===== src/rtl/elpis_pkg.sv =====
// Shared register-file widths and the writeback entry layout.
package elpis_pkg;

  localparam int XLEN       = 32;
  localparam int REG_ADDR_W = 5;

  typedef struct packed {
    logic [REG_ADDR_W-1:0] rd;
    logic [XLEN-1:0]       data;
  } wb_entry_t;

endpackage


===== src/rtl/wb_fifo.sv =====
// Synchronous FIFO holding long-latency results awaiting the write port.
// Latency: pushed entry visible at head_dat the cycle after the push.
// Backpressure: caller must not push when count == DEPTH; push and pop may coincide.
module wb_fifo #(
  parameter int WIDTH = 37,
  parameter int DEPTH = 4,
  localparam int PW = $clog2(DEPTH),
  localparam int CW = PW + 1
) (
  input  logic             clk,
  input  logic             reset,
  input  logic             push_vld,
  input  logic [WIDTH-1:0] push_dat,
  input  logic             pop_vld,
  output logic [WIDTH-1:0] head_dat,
  output logic [CW-1:0]    count
);

  logic [WIDTH-1:0] mem [DEPTH];
  logic [PW-1:0]    wr_ptr;
  logic [PW-1:0]    rd_ptr;

  assign head_dat = mem[rd_ptr];

  always_ff @(posedge clk) begin
    if (push_vld) begin
      mem[wr_ptr] <= push_dat;
    end
  end

  // DEPTH is a power of two, so pointers wrap by natural overflow.
  always_ff @(posedge clk or posedge reset) begin
    if (reset) begin
      wr_ptr <= '0;
      rd_ptr <= '0;
      count  <= '0;
    end else begin
      if (push_vld) wr_ptr <= wr_ptr + PW'(1);
      if (pop_vld)  rd_ptr <= rd_ptr + PW'(1);
      case ({push_vld, pop_vld})
        2'b10:   count <= count + CW'(1);
        2'b01:   count <= count - CW'(1);
        default: count <= count;
      endcase
    end
  end

endmodule


===== src/rtl/writeback_unit.sv =====
// Arbitrates ALU and long-latency results onto one register-file write port and tracks pending rd.
// Latency: result accepted in cycle N is written (rf_wrd) in cycle N+1; hazard is combinational.
// Backpressure: ALU never stalls; lu_ready falls when the result FIFO is full (registered count).
module writeback_unit #(
  parameter int XLEN     = elpis_pkg::XLEN,
  parameter int LU_DEPTH = 4
) (
  input  logic                      clk,
  input  logic                      reset,
  input  logic                      alu_valid,
  input  logic [4:0]                alu_rd,
  input  logic [XLEN-1:0]           alu_data,
  input  logic                      lu_valid,
  input  logic [4:0]                lu_rd,
  input  logic [XLEN-1:0]           lu_data,
  output logic                      lu_ready,
  input  logic                      iss_valid,
  input  logic [4:0]                iss_rd,
  input  logic [4:0]                chk_rs1,
  input  logic [4:0]                chk_rs2,
  input  logic [4:0]                chk_rd,
  output logic                      hazard,
  output logic                      rf_wrd,
  output logic [4:0]                rf_addr,
  output logic [XLEN-1:0]           rf_data,
  output logic [$clog2(LU_DEPTH):0] lu_count
);
  import elpis_pkg::*;

  localparam int CW = $clog2(LU_DEPTH) + 1;
  localparam logic [CW-1:0] LU_FULL = CW'(LU_DEPTH);

  // Same layout as wb_entry_t, but sized by this instance's XLEN.
  typedef struct packed {
    logic [REG_ADDR_W-1:0] rd;
    logic [XLEN-1:0]       data;
  } lu_entry_t;

  lu_entry_t   push_dat;
  lu_entry_t   head_dat;
  logic        alu_wr;
  logic        lu_keep;
  logic        fifo_empty;
  logic        pop_vld;
  logic        push_vld;
  logic        bypass;
  logic        rf_from_lu;
  logic [31:0] pending;
  logic [31:0] set_mask;
  logic [31:0] clr_mask;

  assign lu_ready   = (lu_count < LU_FULL);
  assign fifo_empty = (lu_count == '0);
  assign alu_wr     = alu_valid && (alu_rd != 5'd0);
  // rd=0 results still complete the handshake but are never stored.
  assign lu_keep    = lu_valid && lu_ready && (lu_rd != 5'd0);
  assign pop_vld    = !alu_valid && !fifo_empty;
  assign bypass     = !alu_valid && fifo_empty && lu_keep;
  assign push_vld   = lu_keep && !bypass;
  assign push_dat   = '{rd: lu_rd, data: lu_data};

  wb_fifo #(
    .WIDTH($bits(lu_entry_t)),
    .DEPTH(LU_DEPTH)
  ) u_fifo (
    .clk      (clk),
    .reset    (reset),
    .push_vld (push_vld),
    .push_dat (push_dat),
    .pop_vld  (pop_vld),
    .head_dat (head_dat),
    .count    (lu_count)
  );

  always_ff @(posedge clk or posedge reset) begin
    if (reset) begin
      rf_wrd     <= 1'b0;
      rf_addr    <= '0;
      rf_data    <= '0;
      rf_from_lu <= 1'b0;
    end else begin
      rf_wrd     <= alu_wr || pop_vld || bypass;
      rf_from_lu <= pop_vld || bypass;
      if (alu_wr) begin
        rf_addr <= alu_rd;
        rf_data <= alu_data;
      end else if (pop_vld) begin
        rf_addr <= head_dat.rd;
        rf_data <= head_dat.data;
      end else if (bypass) begin
        rf_addr <= lu_rd;
        rf_data <= lu_data;
      end
    end
  end

  always_comb begin
    set_mask = '0;
    clr_mask = '0;
    if (iss_valid) set_mask[iss_rd] = 1'b1;
    if (rf_wrd && rf_from_lu) clr_mask[rf_addr] = 1'b1;
  end

  // A new issue to a register outranks a retiring write to the same register.
  always_ff @(posedge clk or posedge reset) begin
    if (reset) begin
      pending <= '0;
    end else begin
      pending <= ((pending & ~clr_mask) | set_mask) & ~32'd1;
    end
  end

  assign hazard = pending[chk_rs1] | pending[chk_rs2] | pending[chk_rd];

  a_alu_not_pending : assert property (@(posedge clk) disable iff (reset)
    !(alu_valid && pending[alu_rd]));

endmodule


===== config.mk =====
export PLATFORM = sky130hd
export DESIGN_NAME = writeback_unit
export DESIGN_NICKNAME = d
export VERILOG_FILES = /design/src/rtl/elpis_pkg.sv /design/src/rtl/wb_fifo.sv /design/src/rtl/writeback_unit.sv
export SDC_FILE = /design/constraint.sdc
export NUM_CORES = 1
export LEC_CHECK = 0
export BUFFER_PORTS_ARGS = -buffer_cell sky130_fd_sc_hd__clkbuf_2
export CORE_ASPECT_RATIO = 1.75
export CORE_UTILIZATION = 28
export CTS_CLUSTER_SIZE = 16
export DETAILED_ROUTE_END_ITERATION = 10
export PLACE_DENSITY_LB_ADDON = 0.12
export SETUP_SLACK_MARGIN = 0.15
export SLEW_MARGIN = 20
export SYNTH_ARGS = -nofsm -noshare
export SYNTH_HDL_FRONTEND = slang
export SYNTH_SLANG_ARGS = --single-unit

===== constraint.sdc =====
create_clock -name clk -period 6.43 [get_ports clk]
set_input_delay 0.3215 -clock clk [delete_from_list [all_inputs] [get_ports clk]]
set_output_delay 0.3215 -clock clk [all_outputs]
set_load 0.005 [all_outputs]

==> metrics.log, run 1 <==
[metrics] WL met2: 15,700 um
[metrics] final weighted congestion of routability-driven global placement: roughly 0.75
[metrics] Clock Tree Root: clkbuf_16
[metrics] number of nets in the layout: between 900 and 1,000
[metrics] most used cells in the layout excluding fill and tap cells: edfxtp_1, clkbuf_2, dfrtp_1
[metrics] Slew headroom: 0.330
[metrics] FFs w/ async S/R, synth: 0.342
[metrics] number of buffers inserted by hold repair at cts: 1
[metrics] share of layout cells above drive strength 1: 0.332
[metrics] Post-Route WL: 28,800 um
[metrics] gate count of the mapped netlist: 671
[metrics] Leak Pwr: between 0.004 and 0.005 uW
[metrics] basic-gate share of the synthesized area counting and, or, nand and nor cells: 0.0946
[metrics] via-per-instance ratio: ~5.0
[metrics] part of the Yosys area used for sequential elements: 0.639
[metrics] Setup Crit Path Kind: flip-flop to flip-flop
[metrics] Clock Pin Slew Worst Setup and Hold Paths: 0.07 ns
[metrics] maximum root-to-sink buffer count: 3
[metrics] number of distinct standard cells referenced by the synthesized netlist: 50
[metrics] number of input and output port buffers inserted: about 140
[metrics] post-route met1 wirelength: 11,000 um
[metrics] WP data required: roughly 7 ns
[metrics] number of setup buffers added after CTS: 0
[metrics] area share of fa/ha/maj cells after synthesis: 0.00829
[metrics] prevailing post-synth register cell: edfxtp_1
[metrics] mean post-synth cell area: roughly 15 um^2
[metrics] die area: 36,400 um^2
[metrics] share of the clock period used by the worst path: 0.544
[metrics] highest attainable clock frequency: approximately 290 MHz
[metrics] proportion of synthesized area in mux cells: 0.134
[metrics] class of the tightest hold or removal check: primary input to flip-flop
[metrics] area overhead of the layout relative to synthesis: 19.4%
[metrics] number of maximum-capacitance constraint violations: 0
[metrics] first-pass detailed-route iteration total: 4
[metrics] worst supply voltage drop on vdd: ~0.16 mV
[metrics] net count of the mapped netlist: 776
[metrics] area of all sequential standard cells: 6370 um^2
[metrics] global-route congestion overflow total: 0
[metrics] number of buffers created by CTS: 22
[metrics] drt drc: 0
[metrics] latest clock arrival within the worst-skew pair: approximately 0.52 ns
[metrics] Mapped Area: around 10000 um^2
[metrics] RSZ-0062 raised after global routing: no
[metrics] largest net degree at the start of global routing: slightly below 60
[metrics] HPWL after detailed placement: between 15,000 and 20,000 um
[metrics] global-route total usage across every layer: 0.161
[metrics] number of pins exceeding their max-slew limit in the final report: 0
[metrics] combinational family with the most area after synthesis: multiplexers
[metrics] via count of the first global-routing pass: around 7,000
[metrics] Setup Slack @ Placement: 2.85 ns
[metrics] clk sink count: between 200 and 250
[metrics] result of the run: finished, final reports clean
[metrics] Filler cells: 3,460
[metrics] endpoints failing setup: 0
[metrics] most frequent standard cell in the layout excluding fill and tap cells: edfxtp_1
[metrics] synthesized-area fraction occupied by ao, oa, aoi and oai cells: 0.0933
[metrics] total via count after detailed routing: 6,477
[metrics] Die X-Extent: between 100 and 150 um
[metrics] power per cell area: a little under 400 nW/um^2
[metrics] endpoint kind of the worst setup timing path: flip-flop
[metrics] cells resized by post-CTS repair: 0
[metrics] clock period minus final worst setup slack: ~3.5 ns
[metrics] CP max FO: 39
[metrics] first-pass GRT wire length: around 43,000 um
[metrics] Antenna Nets Post-Route: 0
[metrics] area inside the core boundary: 35,200 um^2
[metrics] number of hold violations in the final report: 0
[metrics] antenna violations before repair: 1
[metrics] top layer used by detailed routing: met5
[metrics] worst-case setup margin in the final layout: 2.93 ns
[metrics] post-layout total power: 4690 uW
[metrics] Die Span Y: ~250 um
[metrics] DR iter-0 viols: ~280
[metrics] synthesized-area fraction occupied by xor and xnor cells: 0.00527
[metrics] top-level I/O count: ~140
[metrics] final sum of negative setup slack: 0 ns
[metrics] effective utilization at floorplan: 0.283
[metrics] placement row count: 91
[metrics] Slew @ Worst Pin: approximately 1.0 ns
[metrics] amount of wire on met3 after detailed routing: 1140 um
[metrics] wire length per cell after detailed routing: 22.3 um
[metrics] Yosys Warn Count: 0
[metrics] Worst Clk Skew: between 0.005 and 0.006 ns
[metrics] multi-input logic area: 3370 um^2
[metrics] arrival time of data at the critical path endpoint: a little under 4 ns
[metrics] Clock H-tree levels: 1
[metrics] post-synthesis register bit count: approximately 230
[metrics] Critical Path Source Type: flip-flop
[metrics] clock tree from TritonCTS: yes
[metrics] Post-synth EDFFs: ~150
## critical path, stage by stage (launching register included)
cell     delay, ns
dfrtp_1       0.44
nor3_1        0.38
or2_2         0.83
inv_1         0.46
buf_4         0.40
ha_1          0.26
inv_1         0.07
fa_1          0.40
mux2i_1       0.15
## flip-flops by register name (all words and copies together) (netlist names)
name,flops
rf_from_lu,1
u_fifo.rd_ptr,2
u_fifo.mem,148
u_fifo.count,3
pending,31
rf_data,32
rf_wrd,1
rf_addr,5
u_fifo.wr_ptr,2
## power by group
group	total, uW	switching [uW]	internal (uW)
Clock	1300	573	730
Combinational	1270	646	622
Sequential	2120	256	1860
Total	4690	1480	3210
## Yosys cell counts, drive strengths merged, types with 3 or more instances
cell / instances / area share
nor2b: 7 / 0.0044
nor2: 10 / 0.0038
clkbuf: 21 / 0.0079
inv: 13 / 0.0049
o221a: 34 / 0.038
a2111oi: 4 / 0.0035
mux4: 50 / 0.11
mux2: 10 / 0.011
or3b: 5 / 0.0044
nand2: 51 / 0.019
nand3: 75 / 0.038
nand3b: 11 / 0.0083
buf: 20 / 0.012
dfrtp: 77 / 0.19
nor3: 4 / 0.0020
a221oi: 3 / 0.0026
ha: 5 / 0.0063
or3: 3 / 0.0019
mux2i: 10 / 0.010
xnor2: 5 / 0.0044
edfxtp: 148 / 0.45
or2: 3 / 0.0019
o2111ai: 3 / 0.0026
o21ai: 65 / 0.033
and2: 6 / 0.0038
## cell type report
type	count	share of cell area
antenna	1	0.000210
clock buffer	26	0.0518
clock inverter	14	0.00873
inverter	13	0.00421
multi-input combinational	392	0.283
sequential	225	0.536
tap	465	0.0489
timing repair buffer	153	0.0671
## worst paths after layout
path                                              from                      endpoint  slack, ns  depth (start not counted)
setup reg to reg           u_fifo.count[0]$_DFFE_PP0P_   u_fifo.count[1]$_DFFE_PP0P_       2.93                          8
max in group asynchronous                        reset  u_fifo.rd_ptr[0]$_DFFE_PP0N_       4.91                          4
setup / recovery           u_fifo.count[0]$_DFFE_PP0P_   u_fifo.count[1]$_DFFE_PP0P_       2.93                          8
min in group asynchronous                        reset        rf_data[2]$_DFFE_PP0P_       0.32                          3
hold / removal                              lu_data[3]    u_fifo.mem[1][3]$_DFFE_PP_       0.04                          1
hold reg to reg                rf_data[26]$_DFFE_PP0P_       rf_data[26]$_DFFE_PP0P_       0.55                          1
## per-stage QoR
| stage | cell area [um^2] | utilization | hold WS, ns | instances |
|---|---|---|---|---|
| final | 11900 | 0.338 | 0.0449 | 1289 |
| after global routing | 11900 | 0.338 | 0.0296 | 1288 |
| after CTS | 11900 | 0.338 | 0.0178 | 1288 |
| after detailed placement | 11200 | 0.317 | 0.326 | 1247 |
| after global placement | 11200 | 0.317 | 0.325 | 1247 |
| after floorplan | 9960 | - | 0.420 | 671 |
## cells by family after synthesis
| group | after synthesis |
|---|---|
| xor+xnor | 6 |
| buf+inv | 54 |
| compound gates | 125 |
| fa+ha+maj | 6 |
| simple gates | 185 |
| flops | 225 |
| mux | 70 |
## layer usage
layer | global-route usage | vias up
met5 | 0 | -
met2 | 0.304 | 186
li1 | - | 2933
met4 | 0.0635 | 2
met3 | 0.0220 | 60
met1 | 0.176 | 3296
Note: power is estimated with default switching activity, not from simulation.
==> run 2, diff against run 1 <==
clock period = 3.6 ns   (was 6.43 ns; I/O delays follow)
==> metrics.log, run 2 (synthesized netlist as in run 1, its figures left out) <==
[metrics] result of the run: finished, final reports clean
[metrics] placement row count: 91 (unchanged)
[metrics] Worst Clk Skew: 0.00993 ns (+0.00410 ns)
[metrics] CP max FO: 8 (-79%)
[metrics] wire length per cell after detailed routing: 21.6 um (-3.2%)
[metrics] most used cells in the layout excluding fill and tap cells: edfxtp_1, clkbuf_2, dfrtp_1
[metrics] number of pins exceeding their max-slew limit in the final report: 0 (unchanged)
[metrics] largest net degree at the start of global routing: 65 (+10%)
[metrics] Filler cells: 3,418 (-1.2%)
[metrics] worst-case setup margin in the final layout: 1.06 ns (-1.87 ns)
[metrics] endpoint kind of the worst setup timing path: flip-flop
[metrics] delay of the slowest critical-path stage: 0.55 ns (-0.28 ns)
[metrics] Die X-Extent: 145 um (unchanged)
[metrics] endpoints failing setup: 0 (unchanged)
[metrics] Slew @ Worst Pin: 0.858 ns (-0.147 ns)
[metrics] diode insertion count for antenna repair: 0 (-1)
[metrics] clock period minus final worst setup slack: between 2 and 3 ns
[metrics] multi-input logic area: 3370 um^2 (unchanged)
[metrics] highest attainable clock frequency: between 300 and 400 MHz
[metrics] critical path's slowest cell: or4_1
[metrics] final weighted congestion of routability-driven global placement: 0.784 (+4.4%)
[metrics] drt drc: 0 (unchanged)
[metrics] Post-Route WL: 29,400 um (+2.3%)
[metrics] die area: 36,400 um^2 (unchanged)
[metrics] number of buffers created by CTS: 21 (-4.5%)
[metrics] area of all sequential standard cells: 6370 um^2 (unchanged)
[metrics] area inside the core boundary: 35,200 um^2 (unchanged)
[metrics] Top Registers: u_fifo.mem (148), rf_data (32), pending (31)
[metrics] area overhead of the layout relative to synthesis: 27.7%
[metrics] via-per-instance ratio: 5.02 (about the same)
[metrics] Die Span Y: 252 um (unchanged)
[metrics] antenna violations before repair: 1 (unchanged)
[metrics] Setup Slack @ Placement: 1.07 ns (-1.78 ns)
[metrics] Leak Pwr: 0.00464 uW (+7.8%)
[metrics] Clock Tree Root: clkbuf_16
[metrics] total via count after detailed routing: 6,845 (+5.7%)
[metrics] Clock H-tree levels: 1 (unchanged)
[metrics] number of flip-flops in the largest register: 148 (unchanged)
[metrics] Critical Path Source Type: primary input
[metrics] power per cell area: 668 nW/um^2 (+69%)
[metrics] RSZ-0062 raised after global routing: no
[metrics] clock tree from TritonCTS: yes
[metrics] global-route total usage across every layer: 0.166 (+0.00495)
[metrics] number of maximum-capacitance constraint violations: 0 (unchanged)
[metrics] top-level I/O count: 142 (unchanged)
[metrics] post-layout util: 0.362 (+0.0236)
[metrics] class of the tightest hold or removal check: primary input to flip-flop
[metrics] arrival time of data at the critical path endpoint: 2.97 ns (-0.96 ns)
[metrics] number of setup buffers added after CTS: 0 (unchanged)
[metrics] Clock Pin Slew Worst Setup and Hold Paths: 0.07 ns (about the same)
[metrics] final sum of negative setup slack: 0 ns (unchanged)
[metrics] register bank with the most flops: u_fifo.mem
[metrics] cell breakdown of the critical path: dlygate4sd3_1 > clkbuf_2 > or4_1 > o21ai_2 > nor3_1 > inv_1 > ha_1 > inv_1 > fa_1 > xor2_1 > nor2_1 > xnor2_1
[metrics] cells resized by post-CTS repair: 0 (unchanged)
[metrics] Setup Crit Path Kind: primary input to flip-flop
[metrics] CP most frequent cell: inv_1
[metrics] Antenna Nets Post-Route: 0 (unchanged)
[metrics] most frequent standard cell in the layout excluding fill and tap cells: edfxtp_1
[metrics] DR iter-0 viols: 249 (-12%)
[metrics] effective utilization at floorplan: 0.283 (unchanged)
[metrics] number of input and output port buffers inserted: 141 (unchanged)
[metrics] number of buffers inserted by hold repair at cts: 75 (+74)
[metrics] first-pass GRT wire length: 44,500 um (+3.6%)
[metrics] Slew headroom: 0.428 (+0.0977)
[metrics] share of the clock period used by the worst path: 0.704
[metrics] global-route congestion overflow total: 0 (unchanged)
[metrics] share of layout cells above drive strength 1: 0.301 (-0.0310)
[metrics] worst supply voltage drop on vdd: 0.319 mV (+100%)
[metrics] first-pass detailed-route iteration total: 4 (unchanged)
[metrics] number of hold violations in the final report: 0 (unchanged)
[metrics] latest clock arrival within the worst-skew pair: 0.51 ns (about the same)
[metrics] WP data required: 4.03 ns (-2.83 ns)
[metrics] number of nets in the layout: 989 (+8.4%)
[metrics] clk sink count: 225 (unchanged)
[metrics] maximum root-to-sink buffer count: 3 (unchanged)
[metrics] HPWL after detailed placement: 19,600 um (+1.8%)
[metrics] via count of the first global-routing pass: 7,338 (+5.1%)
[metrics] post-layout total power: 8500 uW (+81%)
==> run 2: path summary, 6_finish.rpt <==
| check | slack (ns) | to | start | depth (start not counted) |
|---|---|---|---|---|
| max | 1.06 | u_fifo.count[2]$_DFFE_PP0P_ | lu_rd[0] | 12 |
| min | 0.08 | rf_addr[4]$_DFFE_PP0P_ | alu_valid | 3 |
| max reg2reg | 1.25 | u_fifo.count[2]$_DFFE_PP0P_ | u_fifo.count[0]$_DFFE_PP0P_ | 9 |
| min reg2reg | 0.55 | rf_data[26]$_DFFE_PP0P_ | rf_data[26]$_DFFE_PP0P_ | 1 |
| max in group asynchronous | 2.49 | rf_data[28]$_DFFE_PP0P_ | reset | 4 |
| min in group asynchronous | 0.29 | pending[5]$_DFF_PP0_ | reset | 3 |
==> run 2: routing by layer <==
metal  vias up  wire, um  part of all wire  track usage
met5         -        13           0.00044            0
met4         2       677             0.023       0.0538
met3        43       926             0.031       0.0195
met2       155     16200              0.55        0.312
met1      3560     11600              0.40        0.190
li1       3085         -                 -            -
==> run 2: layout make-up <==
type | instances | share of cell area
inverter | 13 | 0.00393
sequential | 225 | 0.501
multi-input combinational | 392 | 0.265
clock inverter | 13 | 0.0108
tap | 465 | 0.0457
timing repair buffer | 231 | 0.130
clock buffer | 24 | 0.0437
==> run 2: stage by stage <==
stage	area, um^2	std cells	hold slack, ns
floorplan	9960	671	0.279
global placement	11300	1251	0.291
detailed placement	11300	1251	0.295
CTS	12700	1363	0.0549
global route	12700	1363	0.0965
finish	12700	1363	0.0821
==> run 2: critical path, delay by kind of cell <==
kind            cells  cell delay, ns
compound gates      1            0.27
xor+xnor            2            0.27
fa+ha+maj           2            0.54
buf+inv             4            0.85
simple gates        3            0.85
==> run 2: report_power, final <==
group	switching [uW]	total [uW]	internal [uW]	leakage [uW]
combinational	1230	2450	1220	0.00209
clock	986	2310	1320	0.000343
sequential	422	3740	3320	0.00221
total	2630	8500	5870	0.00464
